$ cat config.mk
export PLATFORM = sky130hd
export DESIGN_NAME = regfile_writeback
export DESIGN_NICKNAME = d
export VERILOG_FILES = /design/src/rtl/regfile_pkg.sv /design/src/rtl/regfile_writeback_wb_load_fifo.sv /design/src/rtl/regfile_writeback.sv
export SDC_FILE = /design/constraint.sdc
export NUM_CORES = 1
export LEC_CHECK = 0
export BUFFER_PORTS_ARGS = -buffer_cell sky130_fd_sc_hd__buf_2
export CORE_MARGIN = 4
export CORE_UTILIZATION = 40
export DETAILED_ROUTE_END_ITERATION = 10
export GPL_TIMING_DRIVEN = 1
export HOLD_SLACK_MARGIN = 0.06
export PLACE_DENSITY = 0.69
export SLEW_MARGIN = 10
export SYNTH_ARGS = -nofsm -noshare
export SYNTH_HDL_FRONTEND = slang
export SYNTH_SLANG_ARGS = --single-unit
$ cat constraint.sdc
create_clock -name clk -period 3.7 [get_ports clk]
set_input_delay 0.74 -clock clk [delete_from_list [all_inputs] [get_ports clk]]
set_output_delay 0.74 -clock clk [all_outputs]
set_load 0.1 [all_outputs]
$ cat src/rtl/regfile_pkg.sv
// Shared register-file definitions: index/data widths and the write-back entry type.
package regfile_pkg;

  localparam int REG_BITS  = 5;
  localparam int REG_WIDTH = 32;
  localparam int REG_COUNT = 2 ** REG_BITS;

  // One pending register-file write: destination index plus data.
  typedef struct packed {
    logic [REG_BITS-1:0]  dest;
    logic [REG_WIDTH-1:0] data;
  } wb_entry_t;

endpackage

$ cat src/rtl/regfile_writeback_wb_load_fifo.sv
// Small FIFO holding load results until the write port is free.
// DEPTH must be a power of two (pointers wrap naturally) and at least 2.
// A push to a full FIFO or a pop from an empty FIFO is ignored.
module wb_load_fifo import regfile_pkg::*; #(
  parameter type entry_t = wb_entry_t,
  parameter int  DEPTH   = 2
) (
  input  logic                       clk,
  input  logic                       rst,
  input  logic                       clear,
  input  logic                       push,
  input  logic                       pop,
  input  entry_t                     din,
  output entry_t                     dout,
  output logic [$clog2(DEPTH+1)-1:0] count,
  output logic                       full,
  output logic                       empty
);

  localparam int PW = $clog2(DEPTH);
  localparam int CW = $clog2(DEPTH + 1);

  entry_t        mem [DEPTH];
  logic [PW-1:0] wr_ptr;
  logic [PW-1:0] rd_ptr;
  logic          do_push;
  logic          do_pop;

  assign full    = (count == CW'(DEPTH));
  assign empty   = (count == '0);
  assign do_push = push && !full;
  assign do_pop  = pop && !empty;
  assign dout    = mem[rd_ptr];

  // Pointer and occupancy bookkeeping; clear empties the FIFO in one cycle.
  always_ff @(posedge clk or negedge rst) begin
    if (!rst) begin
      wr_ptr <= '0;
      rd_ptr <= '0;
      count  <= '0;
    end else if (clear) begin
      wr_ptr <= '0;
      rd_ptr <= '0;
      count  <= '0;
    end else begin
      if (do_push) wr_ptr <= wr_ptr + PW'(1);
      if (do_pop)  rd_ptr <= rd_ptr + PW'(1);
      count <= count + CW'(do_push) - CW'(do_pop);
    end
  end

  // Entry storage; contents need no reset because count gates their use.
  always_ff @(posedge clk) begin
    if (do_push && !clear) mem[wr_ptr] <= din;
  end

endmodule

$ cat src/rtl/regfile_writeback.sv
// Register-file write-back stage: merges ALU and queued load results into one
// registered write per cycle and tracks outstanding destinations for hazard stalls.
//
// Load handshake: a load result transfers on a rising edge where ld_valid and
// ld_ready are both 1; ld_ready depends only on queue occupancy, never on ld_valid.
// ALU results have no handshake and always win the write port.
module regfile_writeback import regfile_pkg::*; #(
  parameter int REG_BITS      = regfile_pkg::REG_BITS,
  parameter int REG_WIDTH     = regfile_pkg::REG_WIDTH,
  parameter int LQ_DEPTH      = 2,
  parameter bit HARDWIRE_ZERO = 1'b1
) (
  input  logic                   clk,
  input  logic                   rst,
  input  logic                   flush,
  input  logic                   iss_valid,
  input  logic [REG_BITS-1:0]    iss_dest,
  input  logic                   alu_valid,
  input  logic [REG_BITS-1:0]    alu_dest,
  input  logic [REG_WIDTH-1:0]   alu_data,
  input  logic                   ld_valid,
  output logic                   ld_ready,
  input  logic [REG_BITS-1:0]    ld_dest,
  input  logic [REG_WIDTH-1:0]   ld_data,
  output logic                   write,
  output logic [REG_BITS-1:0]    wdest,
  output logic [REG_WIDTH-1:0]   wdata,
  input  logic [REG_BITS-1:0]    q1,
  input  logic [REG_BITS-1:0]    q2,
  output logic                   q1_busy,
  output logic                   q2_busy,
  output logic [2**REG_BITS-1:0] pending
);

  localparam int NREGS = 2 ** REG_BITS;
  localparam int CW    = $clog2(LQ_DEPTH + 1);

  typedef struct packed {
    logic [REG_BITS-1:0]  dest;
    logic [REG_WIDTH-1:0] data;
  } entry_t;

  entry_t           alu_entry;
  entry_t           ld_entry;
  entry_t           head;
  entry_t           sel;
  logic [CW-1:0]    lq_count;
  logic             lq_full;
  logic             lq_empty;
  logic             lq_push;
  logic             lq_pop;
  logic             sel_valid;
  logic             sel_zero;
  logic [NREGS-1:0] pending_next;

  assign alu_entry = '{dest: alu_dest, data: alu_data};
  assign ld_entry  = '{dest: ld_dest, data: ld_data};

  // Every accepted load is queued, even into an empty queue, so a load
  // reaches the write port no earlier than two edges after acceptance.
  assign ld_ready = !lq_full;
  assign lq_push  = ld_valid && ld_ready;
  assign lq_pop   = !alu_valid && (lq_count != '0);

  wb_load_fifo #(
    .entry_t (entry_t),
    .DEPTH   (LQ_DEPTH)
  ) u_load_fifo (
    .clk   (clk),
    .rst   (rst),
    .clear (flush),
    .push  (lq_push),
    .pop   (lq_pop),
    .din   (ld_entry),
    .dout  (head),
    .count (lq_count),
    .full  (lq_full),
    .empty (lq_empty)
  );

  // ALU has fixed priority; the queue head is selected only on ALU-idle cycles.
  assign sel_valid = alu_valid || !lq_empty;
  assign sel       = alu_valid ? alu_entry : head;
  assign sel_zero  = HARDWIRE_ZERO && (sel.dest == '0);

  // Registered write port; a hardwired-zero result still consumes its slot.
  always_ff @(posedge clk or negedge rst) begin
    if (!rst) begin
      write <= 1'b0;
      wdest <= '0;
      wdata <= '0;
    end else begin
      write <= sel_valid && !flush && !sel_zero;
      if (sel_valid) begin
        wdest <= sel.dest;
        wdata <= sel.data;
      end
    end
  end

  // Next scoreboard: retire the selected dest, then mark the newly issued one
  // (so an issue wins over a same-index retire); flush clears everything.
  always_comb begin
    pending_next = pending;
    if (sel_valid) pending_next[sel.dest] = 1'b0;
    if (iss_valid) pending_next[iss_dest] = 1'b1;
    if (HARDWIRE_ZERO) pending_next[0] = 1'b0;
    if (flush) pending_next = '0;
  end

  // Scoreboard state register.
  always_ff @(posedge clk or negedge rst) begin
    if (!rst) pending <= '0;
    else      pending <= pending_next;
  end

  assign q1_busy = pending[q1];
  assign q2_busy = pending[q2];

endmodule
Yosys cells after proc, flatten, opt, wreduce, memory -nomap -nowiden
Memory sizes are Yosys's and may differ from the RTL's.
Cells that the tools add are included.

operators by class
  add/subtract/negate cells = 4
  magnitude comparators = 6
  equal/unequal tests = 1
  multiplexer cells = 19
  bitwise gates (word level) = 3
  reductions and logical operators = 20

operators with widths
  cell                                                                number
  two-way mux 32 bit                                                  3
  two-way mux 37 bit                                                  1
  AND 32 bit                                                          1
  inverter 32 bit                                                     1
  OR 32 bit                                                           1
  less-than comparator 5 x 6 -> 1 bit (second input constant)         4
  binary-select mux 1 bit (select 5 bit)                              2
  demux 1 bit (select 5 bit)                                          2
  greater-or-equal comparator 5 x 1 -> 1 bit (second input constant)  2
  two-way mux 1 bit                                                   10
  logical AND 1 bit                                                   9
  nonzero test 2 bit                                                  3
  logical NOT 1 bit                                                   5
  logical NOT 5 bit                                                   1
  adder 1 bit (second input constant)                                 2
  adder 2 x 1 -> 2 bit                                                1
  equality test 2 bit (second input constant)                         1
  logical NOT 2 bit                                                   1
  two-way mux 2 bit                                                   1
  subtractor 2 x 1 -> 2 bit                                           1
  logical OR 1 bit                                                    1

storage, ports and cells
  register bits after elaboration = 74
  memory bits (writable) = 74
  bits of input ports = 95
  output and inout port bits = 73
  logic and storage cells = 61
  memories kept = 1

memories
  name             words  width  rd ports  clocked after memory_dff  write ports  line                                  source
  u_load_fifo.mem  2      37     1         0                         1            regfile_writeback_wb_load_fifo.sv:23  entry_t mem [DEPTH];

Depth between registers and ports, before layout
An unclocked memory read counts as a cell.

  depth after elaboration = 12
  depth in mapped cells = 10
  depth with buffers taken out = 8

By module
Synthesis repeated with hierarchy kept, for this count alone.

unflattened totals
  cells, all modules = 548
  area, all modules = 6,796.5 um^2

modules (own cells, without submodules)
  module             instances  cells each  area each (um^2)
  regfile_writeback  1          410         3,793.6
  wb_load_fifo       1          138         3,002.9

Worst setup path after synthesis
No wires, ideal clock.

  kind = register -> register
  from = register u_load_fifo.count[0]
  to = memory u_load_fifo.mem[1][0] (netlist name), enable pin
  data arrival time = 4.244 ns
  data required time = 3.215 ns
  path slack = -1.029 ns
  cell stages (with the launch flop) = 4
  path buffers = 0
  cells stage by stage = dfrtp_1 nand2b_1 nand2_1 nor3b_1

between the ends
  word-level cells in the longest chain between the ends = 7

ends and longest elaborated chain
  item                                       line                                  source
  from (decl)                                regfile_writeback_wb_load_fifo.sv:15  output logic [$clog2(DEPTH+1)-1:0] count,
  from (signal assigned)                     regfile_writeback_wb_load_fifo.sv:48  count <= count + CW'(do_push) - CW'(do_pop);
  equality test 2 bit *                      regfile_writeback_wb_load_fifo.sv:29  assign full = (count == CW'(DEPTH));
  logical NOT 1 bit *                        regfile_writeback.sv:61               assign ld_ready = !lq_full;
  named net ld_ready                         regfile_writeback.sv:22               output logic ld_ready,
  logical AND 1 bit                          regfile_writeback.sv:62               assign lq_push = ld_valid && ld_ready;
  logical AND 1 bit *                        regfile_writeback_wb_load_fifo.sv:31  assign do_push = push && !full;
  logical AND 1 bit *                        regfile_writeback_wb_load_fifo.sv:54  if (do_push && !clear) mem[wr_ptr] <= din;
  two-way mux 1 bit *                        regfile_writeback_wb_load_fifo.sv:54
  two-way mux 1 bit (implied by the code) *  regfile_writeback_wb_load_fifo.sv:54
  to (decl)                                  regfile_writeback_wb_load_fifo.sv:23

Mark *: on every way through the listed nets, which the timed path passes. The rest lies on a longest branch.

Worst setup path in the final report
  from = input port q2[1]
  to = output port q2_busy

between the ends
  word-level cells in the longest chain between the ends = 2

ends and longest elaborated chain
  item                                     line                      source
  from (decl)                              regfile_writeback.sv:29   input logic [REG_BITS-1:0] q2,
  binary-select mux 1 bit (select 5 bit)   regfile_writeback.sv:118  assign q2_busy = pending[q2];
  two-way mux 1 bit (implied by the code)  regfile_writeback.sv:118
  to (decl)                                regfile_writeback.sv:31   output logic q2_busy,

Every way passes these cells. The select of a mux whose other input is x is not followed.

==> summary.txt <==
Outcome
  – Status: completed

STA
  – Setup Skew: around 0.011 ns
  – RSZ-0062 raised after global routing: no
  – Final period utilization: 0.8405
  – Final Setup Violations: 0
  – Pins Over Slew Limit: 0
  – FMAX: 321.6 MHz
  – Fin. Hold Viols: 0
  – Post-Route Setup TNS: 0 ns
  – Clock period minus worst slack: between 3 and 4 ns
  – Worst Tran Pin Value: roughly 0.99 ns
  – Rel. slew slack: 0.3396

Floorplan
  – Starting density of the core: 0.4113
  – Die X: about 140 um
  – FP Rows: 47
  – Core ar.: around 17000 um^2
  – Die height: approximately 140 um
  – Die area: approximately 19000 um^2
  – I/O pin cnt: 168

Yosys
  – Synth cell types: 54
  – Most numerous cell in the Yosys netlist: nor2_1
  – Synth top cells by count: nor2_1 (106), edfxtp_1 (74), dfrtp_1 (73)
  – Avg Cell Area, Syn: between 10 and 15 um^2
  – Register area share after synthesis: 0.5874
  – Yosys reg bits: between 100 and 150
  – Syn nets: 687
  – Post-synth top area cell: edfxtp_1
  – Cell Area, Synth: 6893 um^2
  – EDFF count, synth: 74
  – Ys Warns: 0
  – Post-synth top area share: 0.3224
  – Asr flop ratio synth: 0.4966
  – Synth Flop Type: edfxtp_1
  – Mapped Cells: 590
  – Main area contributors after synthesis: edfxtp_1 (32%), dfrtp_1 (27%), mux2i_1 (6.4%)

Finish
  – Post-route cell area: roughly 8400 um^2
  – Ant diodes: 0
  – Share of layout cells above drive strength 1: 0.3135
  – Fin cells: 976
  – Final nets: between 800 and 900
  – Area growth from synthesis to layout: 22.22%
  – Final core utilization: 0.5027

Pwr
  – Part of the power in registers: 0.344
  – Sw frac: 0.4430
  – Tot Pwr: between 0.006 and 0.007 W
  – Worst VDD drop: about 0.61 mV
  – Leakage power: roughly 3.5 nW
  – Cell Int Power: 0.003401 W
  – P_sw: between 0.002 and 0.003 W
  – Logic pwr share: 0.384
  – Clock power share: 0.272
  – Power Dens Cells: around 720 nW/um^2

Clocking
  – Root buf cell: clkbuf_16
  – Inserted Clock Buffers: 17
  – Postcts setup bufs: 0
  – Clock slew at reported path FFs: around 0.06 ns
  – Worst skew pair latency: 0.42 ns
  – Cells resized by post-CTS repair: 0
  – CTS tree: yes
  – H-tree Lvls: 4
  – Hold Buf Count CTS: 0
  – CTS max path bufs: 2
  – Clock sink count: ~150

Hold path
  – HP Class: in -> async

Route
  – DRC Markers: 0
  – Drt initial violations: a little under 400
  – First-pass DRT Iterations: 5
  – Routed WL per cell: between 15 and 20 um
  – Vias per cell: about 5.3
  – WL final: 17.21 mm
  – Post-DRT Antenna Nets: 0
  – Via count: between 5000 and 6000

Worst setup path
  – WS Path Type: in -> out
  – CP Data Required Time: slightly below 3 ns
  – Crit path capture type: primary output
  – Worst path arrival time: 2.37 ns
  – Startpoint types: primary input
  – Worst-path maximum fanout: 10

Global route
  – Gr ovfl total: 0
  – GRT Util Overall: 0.1786
  – Vias in the first global route: between 5000 and 6000
  – First-pass GRT wire length: between 20 and 30 mm
  – Largest net degree at the start of global routing: 74
  – Initial antenna violation count: 3

Flow run
  – Max cap viols: 0

Place
  – Detailed placement HPWL: 11.82 mm
  – DP Cell Count: between 900 and 1000
  – PortBufs: around 170
  – GPL Wtd Cong: roughly 0.94
  – Post-DP Area: ~7900 um^2
-- per-stage QoR --
step,hold slack (ns),setup WS [ns]
3_5_place_dp,0.4658,0.5922
5_1_grt,0.4801,0.5025
3_3_place_gp,0.4582,0.5854
2_1_floorplan,0.4444,0.2438
4_1_cts,0.4730,0.5846
6_report,0.4714,0.5901
-- state kept, by name (all words and copies together) (netlist names) --
| signal | cells |
|---|---|
| write | 1 |
| u_load_fifo.wr_ptr | 1 |
| u_load_fifo.rd_ptr | 1 |
| pending | 31 |
| wdata | 32 |
| u_load_fifo.mem | 74 |
| u_load_fifo.count | 2 |
| wdest | 5 |
-- path summary, 6_finish.rpt --
check                                                  to  cells after the start                            from  slack (ns)
setup / recovery                                  q2_busy                      6                           q2[1]        0.59
min in group clk                    wdata[16]$_DFFE_PN0N_                      2           wdata[16]$_DFFE_PN0N_        0.47
hold reg to reg                     wdata[16]$_DFFE_PN0N_                      2           wdata[16]$_DFFE_PN0N_        0.47
hold / removal                       pending[5]$_DFF_PN0_                      1                             rst        0.47
setup reg to reg                    pending[21]$_DFF_PN0_                      4  u_load_fifo.rd_ptr$_DFFE_PN0P_        1.57
max in group asynchronous  u_load_fifo.rd_ptr$_DFFE_PN0P_                      1                             rst        2.52
-- cell usage in the layout (no fill, tap or decap), drive strengths merged, types with 2 or more instances in the layout --
cell type / Yosys / routed
a311oi: 2 / 2
clkinvlp: 0 / 3
nor2: 106 / 106
edfxtp: 74 / 74
and3: 3 / 3
o21a: 2 / 2
or3: 2 / 2
nand3: 2 / 2
nor4: 4 / 4
dfrtp: 73 / 73
mux4: 12 / 12
xor2: 2 / 2
or3b: 4 / 4
ha: 2 / 2
clkbuf: 17 / 17
mux2i: 46 / 46
inv: 4 / 11
nand2: 44 / 44
nand3b: 8 / 8
nand4: 2 / 2
a21oi: 34 / 34
mux2: 4 / 4
nor3: 30 / 30
nand2b: 2 / 2
clkinv: 0 / 4
xnor2: 2 / 2
buf: 20 / 172
o211ai: 3 / 3
a211oi: 31 / 31
nor3b: 6 / 6
o21ai: 40 / 40
-- layout make-up --
class                           instances  area (um^2)
Tap cell                              220        275.3
Clock buffer                           17        425.4
Sequential cell                       147         4050
Clock inverter                         15        146.4
Timing Repair Buffer                  172        878.3
Inverter                                4        15.01
Fill cell                            1517         8335
Multi-Input combinational cell        401         2634
-- worst max-delay path, cell delays in order --
cell and delay, ns:
buf_2 0.25, mux4_2 0.53, a22oi_1 0.19, o211ai_1 0.10, mux2_2 0.26, buf_2 0.29
-- power groups by stage --
stage          logic, W  registers, W  clock network (W)
2_1_floorplan  0.000839       0.00319                  0
3_3_place_gp    0.00234       0.00213                  0
3_5_place_dp    0.00236       0.00213                  0
4_1_cts         0.00237       0.00210            0.00170
5_1_grt         0.00250       0.00213            0.00177
6_report        0.00234       0.00210            0.00166
-- routing by layer --
layer / track usage / vias to the layer above / part of all wire
li1: - / 2464 / -
met1: 0.2315 / 2493 / 0.43
met2: 0.2756 / 208 / 0.46
met3: 0.06484 / 31 / 0.090
met4: 0.06900 / 6 / 0.021
met5: 0 / - / 0.0019
-- cell families after synthesis --
| group | after synthesis | synth area share |
|---|---|---|
| mux | 62 | 0.1194 |
| simple gates | 217 | 0.1476 |
| flops | 147 | 0.5874 |
| other cells | 1 | 0.0005440 |
| xor+xnor | 4 | 0.005084 |
| fa+ha+maj | 2 | 0.003630 |
| compound gates | 115 | 0.1013 |
| buf+inv | 42 | 0.03503 |
Power figures use the tool's default switching activity.
